==> config.mk <==
export PLATFORM = sky130hd
export DESIGN_NAME = pixel_plot_fifo_flat
export DESIGN_NICKNAME = d
export VERILOG_FILES = /design/src/rtl/pixel_plot_if.sv /design/src/rtl/pixel_plot_fifo.sv /design/src/flat_wrapper.sv
export SDC_FILE = /design/constraint.sdc
export NUM_CORES = 1
export LEC_CHECK = 0
export CAP_MARGIN = 20
export CORE_UTILIZATION = 35
export CTS_CLUSTER_SIZE = 8
export DETAILED_ROUTE_END_ITERATION = 16
export PLACE_DENSITY = 0.59
export SLEW_MARGIN = 20
export SYNTH_ARGS = -nofsm -noshare
export SYNTH_HDL_FRONTEND = slang
export SYNTH_SLANG_ARGS = --single-unit
export TNS_END_PERCENT = 100
==> constraint.sdc <==
create_clock -name clk -period 3.44 [get_ports clk]
set_input_delay 0.86 -clock clk [delete_from_list [all_inputs] [get_ports clk]]
set_output_delay 0.86 -clock clk [all_outputs]
set_load 0.01 [all_outputs]
==> src/rtl/pixel_plot_if.sv <==
// pixel_plot_if: request/plot bundle between drawing engines, pixel_plot_fifo and the VGA adapter.
interface pixel_plot_if #(parameter int DEPTH = 8);
  logic                     in_valid;
  logic                     in_ready;
  logic [7:0]               in_x;
  logic [6:0]               in_y;
  logic [2:0]               in_colour;
  logic                     out_ready;
  logic [7:0]               vga_x;
  logic [6:0]               vga_y;
  logic [2:0]               vga_colour;
  logic                     vga_plot;
  logic [$clog2(DEPTH):0]   count;
  logic [15:0]              dropped;
  modport master (
    output in_valid, in_x, in_y, in_colour, out_ready,
    input  in_ready, vga_x, vga_y, vga_colour, vga_plot, count, dropped
  );
  modport slave (
    input  in_valid, in_x, in_y, in_colour, out_ready,
    output in_ready, vga_x, vga_y, vga_colour, vga_plot, count, dropped
  );
endinterface

==> src/rtl/pixel_plot_fifo.sv <==
// pixel_plot_fifo: buffers pixel-plot requests and drains one registered pixel per clock to the VGA adapter.
// Off-screen clipping and the dropped counter are built only when PIXEL_PLOT_CLIP_EN is defined.
module pixel_plot_fifo #(
  parameter int DEPTH = 8,
  parameter int X_MAX = 159,
  parameter int Y_MAX = 119
) (
  input logic        clk,
  input logic        rst,
  pixel_plot_if.slave bus
);
  localparam int AW = $clog2(DEPTH);
  logic [AW-1:0] wr_q, rd_q;
  logic [AW:0]   count_q, count_d;
  logic [17:0]   mem_q [DEPTH];
  logic [7:0]    x_q;
  logic [6:0]    y_q;
  logic [2:0]    colour_q;
  logic          plot_q;
  logic          full, empty, push, wr_en, pop, clip;
  assign full  = count_q == (AW+1)'(DEPTH);
  assign empty = count_q == '0;
  // Ready looks only at registered occupancy, so a pop never frees a slot on the same edge.
  assign bus.in_ready = !full && !rst;
  assign push  = bus.in_valid && bus.in_ready;
  assign wr_en = push && !clip;
  assign pop   = bus.out_ready && !empty;
`ifdef PIXEL_PLOT_CLIP_EN
  logic [15:0] dropped_q;
  assign clip = bus.in_x > 8'(X_MAX) || bus.in_y > 7'(Y_MAX);
  always_ff @(posedge clk)
    if (rst) dropped_q <= '0;
    else if (push && clip && dropped_q != 16'hFFFF) dropped_q <= dropped_q + 16'd1;
  assign bus.dropped = dropped_q;
`else
  logic unused_params;
  assign unused_params = ^{X_MAX[0], Y_MAX[0]};
  assign clip = 1'b0;
  assign bus.dropped = '0;
`endif
  always_comb count_d = wr_en == pop ? count_q : wr_en ? count_q + 1'b1 : count_q - 1'b1;
  always_ff @(posedge clk)
    if (wr_en) mem_q[wr_q] <= {bus.in_x, bus.in_y, bus.in_colour};
  always_ff @(posedge clk)
    if (rst) begin
      wr_q     <= '0;
      rd_q     <= '0;
      count_q  <= '0;
      x_q      <= '0;
      y_q      <= '0;
      colour_q <= '0;
      plot_q   <= 1'b0;
    end else begin
      count_q <= count_d;
      plot_q  <= pop;
      if (wr_en) wr_q <= wr_q + 1'b1;
      if (pop) begin
        rd_q <= rd_q + 1'b1;
        {x_q, y_q, colour_q} <= mem_q[rd_q];
      end
    end
  assign bus.vga_x      = x_q;
  assign bus.vga_y      = y_q;
  assign bus.vga_colour = colour_q;
  assign bus.vga_plot   = plot_q;
  assign bus.count      = count_q;
endmodule
==> src/flat_wrapper.sv <==
// flat-port wrapper written by rule: the top's interface ports become plain ports
module pixel_plot_fifo_flat 
#(
  parameter int DEPTH = 8,
  parameter int X_MAX = 159,
  parameter int Y_MAX = 119
)
  (clk, rst, bus_in_valid, bus_in_x, bus_in_y, bus_in_colour, bus_out_ready, bus_in_ready, bus_vga_x, bus_vga_y, bus_vga_colour, bus_vga_plot, bus_count, bus_dropped);
  pixel_plot_if #(.DEPTH(DEPTH)) bus_i ();
  input logic clk;
  input logic rst;
  input wire logic [$bits(bus_i.in_valid)-1:0] bus_in_valid;
  input wire logic [$bits(bus_i.in_x)-1:0] bus_in_x;
  input wire logic [$bits(bus_i.in_y)-1:0] bus_in_y;
  input wire logic [$bits(bus_i.in_colour)-1:0] bus_in_colour;
  input wire logic [$bits(bus_i.out_ready)-1:0] bus_out_ready;
  output wire logic [$bits(bus_i.in_ready)-1:0] bus_in_ready;
  output wire logic [$bits(bus_i.vga_x)-1:0] bus_vga_x;
  output wire logic [$bits(bus_i.vga_y)-1:0] bus_vga_y;
  output wire logic [$bits(bus_i.vga_colour)-1:0] bus_vga_colour;
  output wire logic [$bits(bus_i.vga_plot)-1:0] bus_vga_plot;
  output wire logic [$bits(bus_i.count)-1:0] bus_count;
  output wire logic [$bits(bus_i.dropped)-1:0] bus_dropped;
  assign bus_i.in_valid = bus_in_valid;
  assign bus_i.in_x = bus_in_x;
  assign bus_i.in_y = bus_in_y;
  assign bus_i.in_colour = bus_in_colour;
  assign bus_i.out_ready = bus_out_ready;
  assign bus_in_ready = bus_i.in_ready;
  assign bus_vga_x = bus_i.vga_x;
  assign bus_vga_y = bus_i.vga_y;
  assign bus_vga_colour = bus_i.vga_colour;
  assign bus_vga_plot = bus_i.vga_plot;
  assign bus_count = bus_i.count;
  assign bus_dropped = bus_i.dropped;
  pixel_plot_fifo #(.DEPTH(DEPTH), .X_MAX(X_MAX), .Y_MAX(Y_MAX)) u_core (.clk(clk), .rst(rst), .bus(bus_i));
endmodule
After elaboration in Yosys (flattened, before gate mapping):

Memory sizes are Yosys's and may differ from the RTL's. A register that Yosys moved wholly into a read port is not among the register bits.
Cells that the tools add are included.

* add/sub/neg operators: 4
* eq/ne operators: 2
* mux-type cells: 3
* reductions and logical operators: 7

Operators with widths (count)
* adder 3 x 1 -> 3 bit, second input constant: 2
* adder 4 x 1 -> 4 bit, second input constant: 1
* equality test 4 bit, second input constant: 1
* zero test 4 bit: 1
* 2-to-1 mux 4 bit: 1
* subtractor 4 x 1 -> 4 bit, second input constant: 1
* logical AND 1 bit: 3
* zero test 1 bit: 3
* 2-to-1 mux 1 bit: 2
* equality test 1 bit: 1

* register bits: 11
* RAM bits: 144
* input bits: 22
* output and inout bits: 40
* word-level logic and storage cells: 21
* memories: 1

Memory list
* u_core.mem_q: words 8, bits a word 18, rd ports 1, clocked after memory_dff 1, wr ports 1, RTL line pixel_plot_fifo.sv:15 `logic [17:0] mem_q [DEPTH];`

Depth between registers and ports, before layout:

Gate-level depths: netlist of the first run.

* depth after elaboration: 6
* gate-level depth with buffers: 9
* depth with buffers taken out: 8

Worst setup path after synthesis of the first run:

OpenSTA, ideal clock, no wires.

* path kind: input port to flip-flop
* start: input port bus_in_valid
* end: memory u_core.mem_q[0][0], enable pin
* library setup time: 439 ps
* arrival time: 3127 ps
* required time: 3001 ps
* setup slack: -126 ps
* stages on the path: 5
* buffers on the path: 1
* cells stage by stage: nor2b_1 -> and2_4 -> buf_6 -> inv_2 -> nor4_1

* cells in the longest elaborated chain, start to end: 3

Ends and longest elaborated chain
* start, declared: RTL line flat_wrapper.sv:12 `input wire logic [$bits(bus_i.in_valid)-1:0] bus_in_valid;`
* logical AND 1 bit: RTL line pixel_plot_fifo.sv:25 `assign push = bus.in_valid && bus.in_ready;`
* 2-to-1 mux 1 bit: RTL line pixel_plot_fifo.sv:43 `if (wr_en) mem_q[wr_q] <= {bus.in_x, bus.in_y, bus.in_colour};`
* 2-to-1 mux 1 bit (implied by the code): RTL line pixel_plot_fifo.sv:43
* end, declared: RTL line pixel_plot_fifo.sv:15

Every way passes these cells.

Worst setup path after layout of the first run:

* start: register u_core.count_q[0], in the netlist u_core.bus.count[0]
* end: output port bus_in_ready

* cells in the longest elaborated chain, start to end: 3

Ends and longest elaborated chain
* start, declared: RTL line pixel_plot_fifo.sv:14 `logic [AW:0] count_q, count_d;`
* start signal, assigned: RTL line pixel_plot_fifo.sv:54 `count_q <= count_d;`
* equality test 4 bit: RTL line pixel_plot_fifo.sv:21 `assign full = count_q == (AW+1)'(DEPTH);`
* zero test 1 bit: RTL line pixel_plot_fifo.sv:24 `assign bus.in_ready = !full && !rst;`
* logical AND 1 bit: RTL line pixel_plot_fifo.sv:24
* end, declared: RTL line flat_wrapper.sv:17 `output wire logic [$bits(bus_i.in_ready)-1:0] bus_in_ready;`

Every way passes these cells.

==> impl_results.md, run 1 <==
- Status: finished with violations
- Failing checks: design-rule violations
- LEAKAGE: 0.00264 uW
- Final Util: 43.1%
- Met1 usage: 18.2%
- Synth Flop Type: edfxtp_1
- Arrival @ worst endpoint: 2.02 ns
- FMAX: 348 MHz
- Clk Latency, worst-skew pair: 0.43 ns
- Worst Skew: 0.00727 ns
- Final slew viol count: 0
- Max cap viols: 0
- Placed Area: 0.00746 mm^2
- Startpoint Class: flop
- DR vias/cell: 5.00
- ANT cells: 0
- Clock tree buffer depth: 2
- Post-route setup TNS: 0 ns
- CTS tree: yes
- Critical path capture point type: output pin
- Die width: 140 um
- Largest net degree at the start of global routing: 38
- Gpl congestion: 0.693
- Synth area leaders: edfxtp_1 (65%), mux4_2 (12%), dfxtp_1 (8.7%)
- Hold_ws: 0.494 ns
- Cts bufs inserted: 17
- Netlist cell types: 38
- Syn_area_per_cell: 18.4 um^2
- Number of flops mapped to enable cells by yosys: 144
- Htree depth: 4
- Antenna-violating nets left: 0
- Residual DRC: 1
- CTS root buf: clkbuf_16
- Mapped Area: 0.00668 mm^2
- Detailed Place HPWL: 8130 um
- Most used routing layer: met2
- FF+latch count, synth: 173
- Initial antenna violation count: 0
- Total Power: 5920 uW
- Initial core utilization: 35.7%
- Port buffer count: 45
- Hold crit path type: reg2reg
- Synth warnings: 0
- Async SR Flop Fraction: 0%
- Worst slew pin tran: 0.698 ns
- Number of global-route vias before repair: 3582
- Clock sink total: 173
- Fin crit period: 2.88 ns
- Clock transition at path regs: 0.06 ns
- RSZ-0062 raised after global routing: no
- Via count: 3390
- Global-route wire length before repair: 21000 um
- Ratio of final minimum period to clock period: 83.6%
- Synth top area share: 64.8%
- CTS resizes: 0
- Overall routed net length: 13300 um
- Seq/Total Area, Yosys: 73.5%
- Mapped Cells: 363
- Proportion of layout cells with a drive suffix above 1: 22.3%
- Design area: 0.00807 mm^2
- TritonRoute pass-1 iters: 10
- Synth area leader: edfxtp_1
- # rows: 50
- Worst-path fanout max: 8
- Worst VDD drop: 0.436 mV
- Hold Buf Count CTS: 0
- Setup CP Type: reg2out
- Met3 usage: 3.73%
- Most instantiated library cell after synthesis: edfxtp_1
- Synth cell count leaders: edfxtp_1 (144), mux4_2 (36), nor2_1 (30), dfxtp_1 (29)
- Nets: 458
- Headroom to the max-slew limit: 52.9%
- GRT Util Overall: 15.0%
- DR iter-0 viols: 205
- Average wire per cell in the routed design: 19.7 um
- Total congestion overflow: 0
- Final setup viols: 0
- Pwr Density: 733 mW/mm^2
- Io pins: 62
- Core area: 0.0187 mm^2
- Die area: 0.0196 mm^2
- CP required: 2.58 ns
- Postcts setup bufs: 0
- Area grow syn2layout: 20.9%
- Die H: 140 um
- GRT met2 Usage: 25.2%
- Final Hold Violating Endpoints: 0
routing by layer:
metal	share of wire, %	up-vias
li1	-	1537
met1	43	1746
met3	3.7	19
met2	51	88
met4	2.0	0
met5	0	-
flip-flops by register name, indices dropped and copies added (netlist names):
register and cells:
u_core.mem_q 144, u_core.bus.vga_x 8, u_core.bus.vga_y 7, u_core.bus.count 4, u_core.bus.vga_colour 3, u_core.rd_q 3
u_core.wr_q 3, u_core.bus.vga_plot 1
kinds of logic (layout without fill, tap and decap cells):
family / Yosys count / after routing / synth area share (%)
compound gates: 25 / 25 / 2.47
xor+xnor: 6 / 6 / 1.07
fa+ha+maj: 5 / 5 / 1.05
buf+inv: 35 / 101 / 3.34
flops: 173 / 173 / 73.5
mux: 40 / 40 / 12.9
other cells: 1 / 16 / 0.0562
simple gates: 78 / 78 / 5.64
power breakdown:
group	switching, uW	leakage [uW]	internal [uW]
Clock	762	0.000294	1200
Combinational	623	0.000802	729
Sequential	168	0.00154	2430
placed cells by master (no fill, tap or decap), types with 2 or more instances in the layout:
cell	Yosys	routed
conb_1	1	16
xor2_1	2	2
nor3_1	21	17
nor3_2	0	4
edfxtp_1	144	144
xnor2_1	3	3
nor2b_1	4	4
nand2b_1	6	6
dfxtp_1	29	28
ha_1	4	4
mux2i_1	2	2
buf_4	21	23
o22ai_1	17	17
mux4_2	36	36
clkinv_4	0	2
mux2_4	2	2
nor2_1	30	30
clkbuf_16	0	17
bufinv_16	0	4
nand2_1	8	8
nand4_1	2	2
clkdlybuf4s50_1	0	45
a21oi_1	2	2
clkinv_1	0	4
clkinv_2	0	3
cell type report:
class	count	area, um^2
clock inverters	14	175
inverters	1	3.75
clock buffers	18	429
fillers	1613	10600
multi-input cells	170	1640
repair buffers	68	623
well taps	234	293
flip-flops and latches	173	4910
final timing paths:
path | from | endpoint | slack, ns | depth (start not counted)
worst max-delay path | u_core.bus.count[0] | bus_in_ready | 0.56 | 3
worst min register to register | u_core.bus.vga_colour[0] | u_core.bus.vga_colour[0] | 0.49 | 2
worst min-delay path | u_core.bus.vga_colour[0] | u_core.bus.vga_colour[0] | 0.49 | 2
worst max register to register | u_core.bus.count[0] | u_core.bus.count[3] | 0.97 | 8
metrics by stage:
step | std cells | setup slack, ns
2_1_floorplan | 378 | 0.345
3_3_place_gp | 646 | 0.512
3_5_place_dp | 646 | 0.477
4_1_cts | 678 | 0.525
5_1_grt | 678 | 0.501
6_report | 678 | 0.564
worst max-delay path, stage by stage (launching register included):
cell,delay (ns)
dfxtp_1,0.41
or4b_4,0.56
nor2b_1,0.15
clkdlybuf4s50_1,0.47
(Power assumes the default switching activity.)
==> run 2, diff against run 1 <==
Clock period 3.44 ns to 2.6 ns, I/O delays scaled along.
==> run 2 against run 1 <==
Compared with the run above:
- the flow now finishes without violations
- clock-buffer cell count unchanged
- final cell count rose by 1.5%
- combinational power is 43% higher
- critical path depth did not move
- core utilization increased by 0.56 points
- wire length decreased by 2.4%
- worst setup slack worse by 0.39 ns
- clock skew hardly changed
- hold slack worse by 0.0041 ns
- die area stayed put
- total power is 32% higher
- critical endpoint unchanged
==> impl_results.md, run 2 (synthesis gave the netlist of run 1 again) <==
- Largest net degree at the start of global routing: 26
- Ratio of final minimum period to clock period: 93.3%
- Placed Area: 0.00759 mm^2
- Worst-path fanout max: 6
- Proportion of layout cells with a drive suffix above 1: 25.3%
- Reg2reg end: u_core.bus.count[3]
- Clock tree buffer depth: 2
- Detailed Place HPWL: 8340 um
- Commonest non-fill, non-tap cell in the layout: edfxtp_1
- TritonRoute pass-1 iters: 4
- Share of power burned in the clock network: 31.6%
- Setup CP Type: reg2out
- Worst slew pin tran: 0.737 ns
- Setup slack on the worst flop-to-flop path: 0.38 ns
- Clock sink total: 173
- Final Hold Violating Endpoints: 0
- Pwr Density: 954 mW/mm^2
- Hold Crit Endpoint: u_core.bus.vga_x[3]
- Final setup viols: 0
- Cell Int Power: 5700 uW
- Switch share: 26.9%
- Worst hold stages: 2
- Biggest register: u_core.mem_q
- Initial antenna violation count: 0
- CTS root buf: clkbuf_16
- Startpoint Class: flop
- CTS tree: yes
- Htree depth: 4
- Port buffer count: 45
- Comb power frac: 24.8%
- Core area: 0.0187 mm^2
- Clock transition at path regs: 0.06 ns
- Residual DRC: 0
- Via count: 3439
- CTS resizes: 2
- Initial core utilization: 35.7%
- ANT cells: 0
- Final slew viol count: 0
- Area grow syn2layout: 22.5%
- Overall routed net length: 13000 um
- LEAKAGE: 0.00268 uW
- Die width: 140 um
- # rows: 50
- DR iter-0 viols: 211
- Arrival @ worst endpoint: 1.78 ns
- Fin crit period: 2.43 ns
- Worst Skew: 0.00728 ns
- Number of global-route vias before repair: 3510
- Switch Pwr: 2100 uW
- CP required: 1.95 ns
- Total congestion overflow: 0
- GRT Util Overall: 14.2%
- Max cap viols: 0
- RSZ-0062 raised after global routing: no
- DR vias/cell: 5.00
- Cts bufs inserted: 17
- Worst VDD drop: 0.542 mV
- Die area: 0.0196 mm^2
- Postcts setup bufs: 0
- Largest register FFs: 144
- Status: finished, final reports clean
- Design area: 0.00817 mm^2
- Final Util: 43.7%
- Hold crit path type: reg2reg
- Hold Path Origin: u_core.bus.vga_x[3]
- Headroom to the max-slew limit: 50.2%
- Die H: 140 um
- Gpl congestion: 0.730
- Io pins: 62
- Reg2reg path depth: 8
- Antenna-violating nets left: 0
- Global-route wire length before repair: 20200 um
- RR Startpoint: u_core.bus.count[2]
- Hold Buf Count CTS: 0
- Sequential share of power: 43.6%
- FMAX: 412 MHz
- Nets: 468
- Critical path capture point type: output pin
- Average wire per cell in the routed design: 18.9 um
- Most frequent cells in the layout: edfxtp_1 (144), clkdlybuf4s50_1 (44), mux4_2 (36)
- Clk Latency, worst-skew pair: 0.42 ns
==> run 2: cell types whose count changed in the layout (fill, tap and decap cells not counted), sizes merged <==
| cell | delta |
|---|---|
| buf | +10 |
| clkdlybuf4s50 | -1 |
| clkinvlp | +3 |
| bufinv | -2 |
| inv | +1 |
| dlygate4sd2 | +1 |
| clkinv | -2 |
==> run 2: worst max-delay path by stage <==
stage	start	endpoint	depth (start not counted)
floorplan	bus_in_valid	u_core.mem_q[1][0]	5
global placement	rst	u_core.bus.count[3]	9
detailed placement	rst	u_core.bus.count[3]	9
CTS	u_core.bus.count[2]	bus_in_ready	3
global route	u_core.bus.count[2]	bus_in_ready	3
finish	u_core.bus.count[2]	bus_in_ready	3
==> run 2: critical path, stage by stage (launching register included) <==
cell and delay, ns:
dfxtp_1 0.36, or4b_4 0.57, nor2b_1 0.15, dlygate4sd2_1 0.28
==> run 2: layout make-up <==
type / count / area (um^2)
clock buffer: 18 / 439
clock inverter: 14 / 145
fill: 1621 / 10500
inverter: 1 / 3.75
multi-input combinational: 170 / 1640
sequential: 173 / 4910
tap: 234 / 293
timing repair buffer: 78 / 747
==> run 2: metrics by stage <==
step           worst slack [ns]  hold WS [ns]  power, uW  cells  setup TNS, ns
2_1_floorplan            -0.285         0.511       4680    378         -15.41
3_5_place_dp            -0.0295         0.483       5420    656        -0.0295
6_report                  0.174         0.490       7800    688              0
4_1_cts                   0.140         0.496       7880    688              0
5_1_grt                  0.0956         0.521       8150    688              0
3_3_place_gp             0.0584         0.480       5400    656              0
==> run 2: metal layers <==
metal / up-vias / routed length [um] / part of all wire, % / track usage [%]
met5: - / 0 / 0 / 0
met3: 12 / 511 / 3.9 / 3.66
li1: 1559 / - / - / -
met1: 1792 / 5790 / 45 / 18.0
met2: 76 / 6580 / 51 / 23.7
met4: 0 / 133 / 1.0 / 5.03
==> run 2: power groups by stage <==
stage	combinational [uW]	clock [uW]	sequential, uW
finish	1930	2470	3400
CTS	1970	2510	3410
floorplan	1220	0	3450
detailed placement	1960	0	3460
global placement	1950	0	3450
global route	2100	2620	3430
